==> src/rtl/bounce_counter_n.sv <==
// Parametrised up/down/bounce counter with runtime bounds, step, load, pause and a
// registered one-cycle terminal pulse. Bounce reversal never overshoots a bound.
module bounce_counter_n #(
   parameter int unsigned WIDTH  = 8,
   parameter int unsigned STEP_W = 4
) (
   input  logic              clk,
   input  logic              rst,
   input  logic [1:0]        mode,
   input  logic              pause,
   input  logic              load,
   input  logic [WIDTH-1:0]  ld_val,
   input  logic [WIDTH-1:0]  lo,
   input  logic [WIDTH-1:0]  hi,
   input  logic [STEP_W-1:0] step,
   output logic [WIDTH-1:0]  q,
   output logic              dir,
   output logic              tc
);

   localparam logic [1:0] ModeUp     = 2'b00;
   localparam logic [1:0] ModeDown   = 2'b01;
   localparam logic [1:0] ModeBounce = 2'b10;
   localparam logic [1:0] ModeHold   = 2'b11;

   // One extra bit so sums and differences never wrap.
   logic [WIDTH:0] q_x, lo_x, hi_x, s_x;
   logic [WIDTH:0] nxt_x;
   logic           clip_up, clip_dn, span_lt_s;
   logic [WIDTH-1:0] q_d;
   logic           dir_d, tc_d;

   assign q_x  = {1'b0, q};
   assign lo_x = {1'b0, lo};
   assign hi_x = {1'b0, hi};
   assign s_x  = (WIDTH + 1)'(step);

   assign clip_up   = (hi_x - q_x) < s_x;
   assign clip_dn   = (q_x - lo_x) < s_x;
   assign span_lt_s = (hi_x - lo_x) < s_x;

   always_comb begin
      nxt_x = q_x;
      dir_d = dir;
      tc_d  = 1'b0;
      if (load) begin
         nxt_x = {1'b0, ld_val};
         if (mode == ModeBounce) dir_d = 1'b0;
      end else if (pause || mode == ModeHold) begin
         nxt_x = q_x;
      end else if (lo > hi) begin
         nxt_x = q_x;
      end else if (q < lo || q > hi) begin
         nxt_x = lo_x;
         dir_d = 1'b0;
      end else if (step == '0) begin
         nxt_x = q_x;
      end else begin
         unique case (mode)
            ModeUp: begin
               dir_d = 1'b0;
               if (q == hi) begin
                  nxt_x = lo_x;
                  tc_d  = 1'b1;
               end else if (clip_up) begin
                  nxt_x = hi_x;
               end else begin
                  nxt_x = q_x + s_x;
               end
            end
            ModeDown: begin
               dir_d = 1'b1;
               if (q == lo) begin
                  nxt_x = hi_x;
                  tc_d  = 1'b1;
               end else if (clip_dn) begin
                  nxt_x = lo_x;
               end else begin
                  nxt_x = q_x - s_x;
               end
            end
            default: begin
               // Bounce; lo==hi falls out naturally as a toggle at lo.
               if (!dir) begin
                  if (q == hi) begin
                     dir_d = 1'b1;
                     tc_d  = 1'b1;
                     nxt_x = span_lt_s ? lo_x : hi_x - s_x;
                  end else begin
                     nxt_x = clip_up ? hi_x : q_x + s_x;
                  end
               end else begin
                  if (q == lo) begin
                     dir_d = 1'b0;
                     tc_d  = 1'b1;
                     nxt_x = span_lt_s ? hi_x : lo_x + s_x;
                  end else begin
                     nxt_x = clip_dn ? lo_x : q_x - s_x;
                  end
               end
            end
         endcase
      end
   end

   assign q_d = nxt_x[WIDTH-1:0];

   always_ff @(posedge clk) begin
      if (!rst) begin
         q   <= '0;
         dir <= 1'b0;
         tc  <= 1'b0;
      end else begin
         q   <= q_d;
         dir <= dir_d;
         tc  <= tc_d;
      end
   end

endmodule
==> config.mk <==
export PLATFORM = sky130hd
export DESIGN_NAME = bounce_counter_n
export DESIGN_NICKNAME = d
export VERILOG_FILES = /design/src/rtl/bounce_counter_n.sv
export SDC_FILE = /design/constraint.sdc
export NUM_CORES = 1
export LEC_CHECK = 0
export BUFFER_PORTS_ARGS = -buffer_cell sky130_fd_sc_hd__clkbuf_2
export CORE_MARGIN = 2
export CORE_UTILIZATION = 50
export DETAILED_ROUTE_END_ITERATION = 8
export MAX_ROUTING_LAYER = met4
export PLACE_DENSITY = 0.85
export SKIP_LAST_GASP = 1
export SYNTH_ARGS = -nofsm -noshare
export SYNTH_HDL_FRONTEND = slang
export SYNTH_SLANG_ARGS = --single-unit
==> constraint.sdc <==
create_clock -name clk -period 3.9 [get_ports clk]
set_input_delay 0.39 -clock clk [delete_from_list [all_inputs] [get_ports clk]]
set_output_delay 0.39 -clock clk [all_outputs]
set_load 0.03 [all_outputs]
==> results_dict.tcl, run 1 <==
set metrics [dict create \
    first_pass_iters 6 \
    cp_slowest_cell "or4_4" \
    min_period_over_period_pct 93.7 \
    worstPathCellList "inv_1 -> ha_1 -> nand2b_1 -> nand2b_1 -> a21oi_1 -> xnor2_1 -> ha_1 -> o21ai_0 -> nor2_1 -> or4_4 -> nor4_4 -> buf_12 -> mux2i_1 -> o32ai_1 -> a2111o_1 -> a32o_1" \
    grt_max_degree 20 \
    clockPowerShare_pct 16.8 \
    fillers 612 \
    pre_cts_slack_ns 0.0624 \
    via_count 4034 \
    finClkSkew_ns 0.000738 \
    die-area_sq_mm 0.00752 \
    p_seq_share_pct 13.9 \
    cts_sinks 10 \
    synthArstFlopShare_pct 0 \
    worst_slack_ns 0.244 \
    final_area_sq_mm 0.00388 \
    hold_class "in -> reg" \
    finish.utilization_pct 57.8 \
    antenna_found_initial 0 \
    synthDistinctLibCells 72 \
    power_uw 871 \
    cts_buffer_depth 2 \
    yosysTopAreaCell "ha_1" \
    switchingPower_uw 422 \
    startpoint_type "flop" \
    required_ns 4.04 \
    drv_cap 0 \
    holdBufCountCts 0 \
    core_sq_mm 0.00672 \
    syn_nets 546 \
    cts_resized 0 \
    ys_seq_area_share_pct 5.85 \
    cts_buffers 3 \
    synth_top_area_share_pct 18.6 \
    grt_overflow_total 0 \
    cts.clk_slew.worst_paths_ns 0.06 \
    pwr-share-comb_pct 69.3 \
    internal_power_uw 449 \
    start_util_pct 50.9 \
    htree_levels 1 \
    drt_iter0_markers 482 \
    finalSetupViolCount 0 \
    grt_use_total_pct 34.5 \
    fp-row-count 30 \
    p_per_area_mw_per_mm2 224 \
    layoutNonFillerInstCount 581 \
    ys.flop_type "dfxtp_1" \
    wl_per_cell_um 21.4 \
    path_class "reg -> reg" \
    synth.avg_cell_area_sq_um 7.54 \
    drive_gt1_share_pct 15.6 \
    netlist_area_sq_mm 0.00342 \
    endpoint_kind "flop" \
    placed_area_sq_mm 0.00382 \
    ys_ff_latch 10 \
    ios 44 \
    final_nets 594 \
    die_y_um 86.7 \
    max_freq_mhz 274 \
    placed_cells 577 \
    area_growth_pct 13.5 \
    netlist_top_cells_area "ha_1 19%, xnor2_1 6.7%, mux2i_1 6.1%" \
    synth-edff-count 0 \
    portBuffers 43 \
    clock_latency_ns 0.25 \
    synth_cells 454 \
    drcViolationCount 0 \
    status "finished clean" \
    whs_ns 0.462 \
    die_w_um 86.7 \
    antenna_cells 0 \
    ant_nets 0 \
    cts_tree "yes" \
    p_sw_share_pct 48.5 \
    cp.arrival_ns 3.80 \
    finalHoldViolCount 0 \
    worstMarginPinSlew_ns 1.30 \
    synth_warnings 0 \
    gp_congestion 1.10 \
    crit_path_max_incr_delay_ns 0.43 \
    relSlewSlack_pct 12.8 \
    hpwl_um 9720 \
    vdd_ir_drop_max_mv 0.111 \
    rsz0062_at_grt "false" \
    setup-tns-final_ns 0 \
    power.leakage_nw 1.64 \
    grt_pass1_vias 3736 \
    cts-root-buf "clkbuf_8" \
    path_max_fanout 9 \
    finalCriticalPeriod_ns 3.66 \
    totalWireLength_um 12400 \
    drv_slew 0 \
    cts_setup_buffers 0 \
    grt_first_pass_wirelength_um 19500 \
    avgViaCountPerCell 6.94 \
]
logic make-up (layout without fill, tap and decap cells):
kind of cell / Yosys count / in the layout / synth area share (%)
compound gates: 139 / 139 / 28.7
xor+xnor: 35 / 35 / 8.95
fa+ha+maj: 58 / 58 / 22.7
buf+inv: 50 / 97 / 5.92
flops: 10 / 10 / 5.85
mux: 24 / 24 / 7.24
simple gates: 138 / 138 / 20.7
cell usage after synthesis (all sizes together), types with 10 or more instances:
master	number
ha	51
nand2	36
inv	34
nor2	30
xnor2	26
a21oi	25
o21ai	24
mux2i	21
clkbuf	14
nor2b	14
nand2b	12
nor3	12
dfxtp	10
nand3	10
o22ai	10
flip-flops by register name, indices dropped and copies added (netlist names):
name,flops
tc,1
dir,1
q,8
power by group through the flow:
stage          clock [mW]  combinational, mW  sequential, mW
5_1_grt             0.152              0.660           0.121
3_5_place_dp            0              0.581           0.122
3_3_place_gp            0              0.561           0.122
6_report            0.146              0.603           0.121
4_1_cts             0.143              0.584           0.120
2_1_floorplan           0              0.399           0.133
final timing paths:
| kind | start | to | slack (ns) | cells past startpoint |
|---|---|---|---|---|
| hold reg to reg | q[7] | q[7] | 0.68 | 2 |
| setup reg to reg | q[1] | q[4] | 0.24 | 16 |
| setup / recovery | q[1] | q[4] | 0.24 | 16 |
| hold / removal | ld_val[7] | q[7] | 0.46 | 3 |
worst max-delay path, delay by kind of cell, from the launching register on:
kind                     cells  cell delay, ns
AND/OR/NAND/NOR              5            1.00
AO/OA/AOI/OAI                5            0.96
adder cells (fa/ha/maj)      2            0.55
flip-flops                   1            0.40
buffers and inverters        2            0.31
multiplexers                 1            0.18
XOR/XNOR                     1            0.14
area by class of cell:
cell class                      instances  area (sq um)  area share [%]
Tap cell                               80           100            2.58
Inverter                               34           128            3.29
Clock buffer                            4          55.1            1.42
Multi-Input combinational cell        394          3030            77.9
Timing Repair Buffer                   59           373            9.60
Sequential cell                        10           203            5.22
per-layer routing:
layer / up-vias / GRT usage, % / wire [um]
met4: 0 / 17.2 / 706
li1: 1791 / - / -
met2: 317 / 52.7 / 5360
met5: - / - / 0
met3: 83 / 8.38 / 1380
met1: 1843 / 42.2 / 4970
cell usage in the layout, fill, tap and decap left out, types with 4 or more instances in the layout:
master and n:
a31oi_1 6, nand2_1 36, a21o_1 4, o21ai_0 21, dfxtp_1 8, o22ai_1 10, a21oi_1 23, clkbuf_2 43
nand3_1 10, a211oi_1 6, xnor2_1 26, mux2i_1 21, nand4_1 4, a2111o_1 4, o31ai_1 5, nor2_1 29
nor3_1 11, a21boi_0 4, o221ai_1 5, nor4_1 4, o21a_1 8, buf_4 13, nor2b_1 13, ha_1 51
nand2b_1 12, fa_1 7, clkbuf_8 4, xor2_1 9, o211ai_1 6, inv_1 33
Note: power is estimated with default switching activity, not from simulation.
==> inputs of run 2 (changes only) <==
==> constraint.sdc (replaced) <==
create_clock -name clk -period 2.95 [get_ports clk]
set_input_delay 0.295 -clock clk [delete_from_list [all_inputs] [get_ports clk]]
set_output_delay 0.295 -clock clk [all_outputs]
set_load 0.03 [all_outputs]
==> run 2 against run 1 <==
  * The run now ends with negative setup slack left
  * Critical path depth shrank 3
  * Cell count grew 15%
  * Register-to-register slack lost 0.66 ns
  * Non-clock buffer count grew 88
  * Clock skew grew 0.0019 ns
  * Flip-flop and latch count is the same
  * Combinational power grew 66%
  * Global-route usage grew 3.0 points
  * Total power grew 54%
  * Sequential power grew 31%
  * Setup slack lost 0.66 ns
  * Critical endpoint unchanged
  * Largest power group unchanged
  * Highest routed layer unchanged
==> results_dict.tcl, run 2 (same netlist as run 1, synthesis figures left out) <==
set metrics [dict create \
    drt_iter0_markers 770 \
    avgViaCountPerCell 6.50 \
    clock_latency_ns 0.25 \
    ant_nets 0 \
    die_y_um 86.7 \
    hold_class "in -> reg" \
    final_area_sq_mm 0.00474 \
    grt_overflow_total 0 \
    drcViolationCount 0 \
    wl_per_cell_um 20.2 \
    pwr-share-comb_pct 74.4 \
    reg.largest.list "q x8, dir x1, tc x1" \
    relSlewSlack_pct 41.2 \
    ios 44 \
    area_growth_pct 38.4 \
    finalHoldViolCount 0 \
    status "finished, violations left" \
    cts_sinks 10 \
    drv_slew 0 \
    grt_max_degree 19 \
    violations "negative setup slack" \
    die_w_um 86.7 \
    cts_buffer_depth 2 \
    p_per_area_mw_per_mm2 283 \
    grt_pass1_vias 4411 \
    switchingPower_uw 610 \
    largest_register "q" \
    drive_gt1_share_pct 33.6 \
    antenna_found_initial 0 \
    grt_first_pass_wirelength_um 21400 \
    finalCriticalPeriod_ns 3.37 \
    largest_register_ffs 8 \
    grt_use_total_pct 37.4 \
    portBuffers 43 \
    p_sw_share_pct 45.5 \
    antenna_cells 0 \
    htree_levels 1 \
    drv_cap 0 \
    die-area_sq_mm 0.00752 \
    endpoint_kind "flop" \
    gp_congestion 1.05 \
    placed_area_sq_mm 0.00447 \
    final_nets 682 \
    finClkSkew_ns 0.00264 \
    final_cell_mix "95 x buf_4, 45 x ha_1, 43 x clkbuf_2, 36 x nand2_1, 29 x nor2_1" \
    cp.arrival_ns 3.50 \
    worstMarginPinSlew_ns 0.874 \
    clockPowerShare_pct 13.8 \
    startpoint_type "flop" \
    vdd_ir_drop_max_mv 0.153 \
    cts.clk_slew.worst_paths_ns 0.06 \
    placed_cells 657 \
    path_max_fanout 4 \
    internal_power_uw 731 \
    p_seq_share_pct 11.8 \
    start_util_pct 50.9 \
    rsz0062_at_grt "true" \
    via_count 4351 \
    max_freq_mhz 297 \
    power.leakage_nw 2.10 \
    worst_slack_ns -0.415 \
    final_common_cell "buf_4" \
    required_ns 3.09 \
    cts_tree "yes" \
    cts_buffers 3 \
    holdBufCountCts 0 \
    first_pass_iters 6 \
    cts-root-buf "clkbuf_8" \
    hpwl_um 10800 \
    finalSetupViolCount 8 \
    totalWireLength_um 13500 \
    core_sq_mm 0.00672 \
    layoutNonFillerInstCount 669 \
    path_class "reg -> reg" \
    min_period_over_period_pct 114 \
    fp-row-count 30 \
]
[run 2: cell types whose count changed in the layout (fill, tap and decap cells not counted), sizes merged]
cell  delta
buf     +88
[run 2: per-stage QoR]
step | utilization [%] | setup WS, ns | setup TNS (ns) | power [mW] | hold WS (ns)
2_1_floorplan | - | -0.470 | -1.92 | 0.714 | 0.467
3_3_place_gp | 66.5 | -0.575 | -3.87 | 1.02 | 0.606
3_5_place_dp | 66.5 | -0.597 | -4.04 | 1.06 | 0.611
4_1_cts | 69.7 | -0.372 | -2.27 | 1.28 | 0.391
5_1_grt | 70.5 | -0.461 | -3.23 | 1.41 | 0.451
6_report | 70.5 | -0.415 | -2.49 | 1.34 | 0.396
[run 2: area by class of cell]
class / count / area, sq um
clock buffers: 4 / 55.1
fillers: 523 / 1980
inverters: 34 / 128
multi-input cells: 394 / 3190
flip-flops and latches: 10 / 209
well taps: 80 / 100
repair buffers: 147 / 1060
[run 2: path summary, 6_finish.rpt]
kind | startpoint | endpoint | slack, ns | cells after the start
min | ld_val[7] | q[7] | 0.40 | 3
max | q[0] | q[4] | -0.42 | 13
min reg2reg | q[7] | q[7] | 0.63 | 2
max reg2reg | q[0] | q[4] | -0.42 | 13
[run 2: critical path, stage by stage, from the launching register on]
cell      delay (ns)
dfxtp_4         0.37
ha_4            0.16
fa_2            0.53
inv_2           0.05
ha_4            0.21
a211oi_2        0.20
nor2_1          0.08
or4_4           0.43
nor4_4          0.15
buf_6           0.15
mux2i_1         0.23
o32ai_1         0.10
a2111o_1        0.32
a32o_2          0.28
[run 2: repair_timing]
action	in CTS	in global routing
cloned	0	0
pin swaps	8	11
resized for setup	22	17
setup endpoints to repair	8	9
setup buffers	8	1
[run 2: routing by layer]
metal  vias up  wire [um]  global-route usage (%)
li1       1961          -                       -
met1      1991       5170                    43.0
met2       318       6300                    62.7
met3        81       1270                    6.38
met4         0        796                    18.6
met5         -          0                       -
[run 2: power groups by stage]
stage                     Combinational, mW  Clock, mW  Sequential (mW)
after floorplan                       0.538          0            0.176
after global placement                0.861          0            0.160
after detailed placement              0.896          0            0.159
after CTS                             0.940      0.184            0.157
after global routing                   1.07      0.189            0.159
final                                 0.998      0.185            0.158
==> inputs of run 3 (changes only) <==
--- a/config.mk
+++ b/config.mk
@@ -10,7 +10,7 @@
 export CORE_UTILIZATION = 50
 export DETAILED_ROUTE_END_ITERATION = 8
 export MAX_ROUTING_LAYER = met4
-export PLACE_DENSITY = 0.85
+export PLACE_DENSITY = 0.73
 export SKIP_LAST_GASP = 1
 export SYNTH_ARGS = -nofsm -noshare
 export SYNTH_HDL_FRONTEND = slang
==> run 3 against run 2 <==
  * The flow still finishes with violations (negative setup slack)
  * Non-clock buffer count fell by 1
  * Sequential power is essentially flat
  * Core utilization shrank 0.80 points
  * Die area stayed put
  * Critical path depth stayed put
==> results_dict.tcl, run 3 (same netlist as run 1, synthesis figures left out) <==
set metrics [dict create \
    largest_register_ffs 8 \
    endpoint_kind "flop" \
    whs_ns 0.378 \
    grt_pass1_vias 4146 \
    worst_slack_ns -0.361 \
    hpwl_um 11500 \
    required_ns 3.09 \
    relSlewSlack_pct 41.0 \
    cts.clk_slew.worst_paths_ns 0.07 \
    antenna_cells 0 \
    finalSetupViolCount 8 \
    drt_iter0_markers 578 \
    final_common_cell "buf_4" \
    clock_latency_ns 0.25 \
    finClkSkew_ns 0.00483 \
    portBuffers 43 \
    pre_cts_slack_ns -0.534 \
    cts_tree "yes" \
    cp_slowest_cell "fa_1" \
    area_growth_pct 36.8 \
    core_sq_mm 0.00672 \
    grt_first_pass_wirelength_um 22100 \
    crit_path_max_incr_delay_ns 0.47 \
    avgViaCountPerCell 6.50 \
    grt_use_total_pct 39.6 \
    fillers 585 \
    fp-row-count 30 \
    status "finished, violations left" \
    die_w_um 86.7 \
    drcViolationCount 0 \
    violations "negative setup slack" \
    gp_congestion 1.03 \
    drv_cap 0 \
    totalWireLength_um 14400 \
    wl_per_cell_um 21.5 \
    finalHoldViolCount 0 \
    die-area_sq_mm 0.00752 \
    max_freq_mhz 302 \
    startpoint_type "flop" \
    final_cell_mix "96 x buf_4, 44 x ha_1, 42 x clkbuf_2, 36 x nand2_1, 30 x inv_1" \
    p_per_area_mw_per_mm2 288 \
    worstPathCellList "ha_4 -> fa_1 -> inv_1 -> ha_1 -> a211oi_2 -> nor2_1 -> or4_4 -> nor4_4 -> buf_6 -> mux2i_1 -> o32ai_1 -> a2111o_1 -> a32o_1" \
    path_max_fanout 5 \
    grt_max_degree 19 \
    cts_buffers 3 \
    min_period_over_period_pct 112 \
    cts-root-buf "clkbuf_8" \
    start_util_pct 50.9 \
    ant_nets 0 \
    drive_gt1_share_pct 32.8 \
    drv_slew 0 \
    rsz0062_at_grt "true" \
    largest_register "q" \
    htree_levels 1 \
    hold_class "in -> reg" \
    cp.arrival_ns 3.46 \
    path_class "reg -> reg" \
    cts_sinks 10 \
    finalCriticalPeriod_ns 3.31 \
    power.leakage_nw 2.09 \
    first_pass_iters 6 \
    final_nets 681 \
    reg.largest.list "q x8, dir x1, tc x1" \
    ios 44 \
    cts_buffer_depth 2 \
    worstMarginPinSlew_ns 0.878 \
    grt_overflow_total 0 \
    antenna_found_initial 0 \
    via_count 4342 \
    vdd_ir_drop_max_mv 0.184 \
    die_y_um 86.7 \
]
run 3: stage by stage:
step	power (mW)	instance area, sq um	std cells	TNS [ns]	utilization (%)
floorplan	0.714	3480	454	-1.92	-
global placement	1.05	4430	656	-3.23	66.0
detailed placement	1.06	4430	656	-3.67	66.0
CTS	1.29	4620	666	-2.07	68.7
global route	1.43	4680	668	-3.43	69.7
finish	1.35	4680	668	-2.05	69.7
run 3: timing repair:
action,in CTS,in global routing
hold buffers,0,0
resized for setup,23,13
endpoints found under the hold margin,0,0
endpoints found under the setup margin,8,8
cloned,1,0
pin swaps,15,12
buffers inserted,5,3
run 3: report_power, final:
| group | leakage (nW) | switching (mW) | internal, mW |
|---|---|---|---|
| sequential | 0.0838 | 0.0113 | 0.144 |
| combinational | 1.98 | 0.538 | 0.457 |
| clock | 0.0288 | 0.0781 | 0.119 |
| total | 2.09 | 0.627 | 0.720 |
run 3: critical path: cells and delay by family, from the launching register on:
family	cells	cell delay, ns
muxes	1	0.22
adders and majority gates	3	0.90
and+or+nand+nor	3	0.63
DFF	1	0.37
buffers and inverters	2	0.20
AOI/OAI and AO/OA	4	0.85
run 3: metal layers:
metal	wire length, um	global-route usage, %	vias to the layer above
met5	0	-	-
met4	618	14.1	0
met3	1610	4.76	71
met2	6510	61.9	311
met1	5610	52.6	1999
li1	-	-	1961
run 3: final cells by class:
type	instances	area, sq um	share of cell area [%]
clock buffers	4	55.1	1.18
inverters	34	130	2.78
multi-input cells	394	3160	67.5
flip-flops and latches	10	209	4.46
well taps	80	100	2.14
repair buffers	146	1030	21.9
run 3: path summary, 6_finish.rpt:
check                 start   end  slack, ns  depth (start not counted)
setup reg to reg       q[0]  q[4]      -0.36                         13
hold / removal    ld_val[3]  q[3]       0.38                          5
setup / recovery       q[0]  q[4]      -0.36                         13
hold reg to reg        q[1]  q[1]       0.62                          2
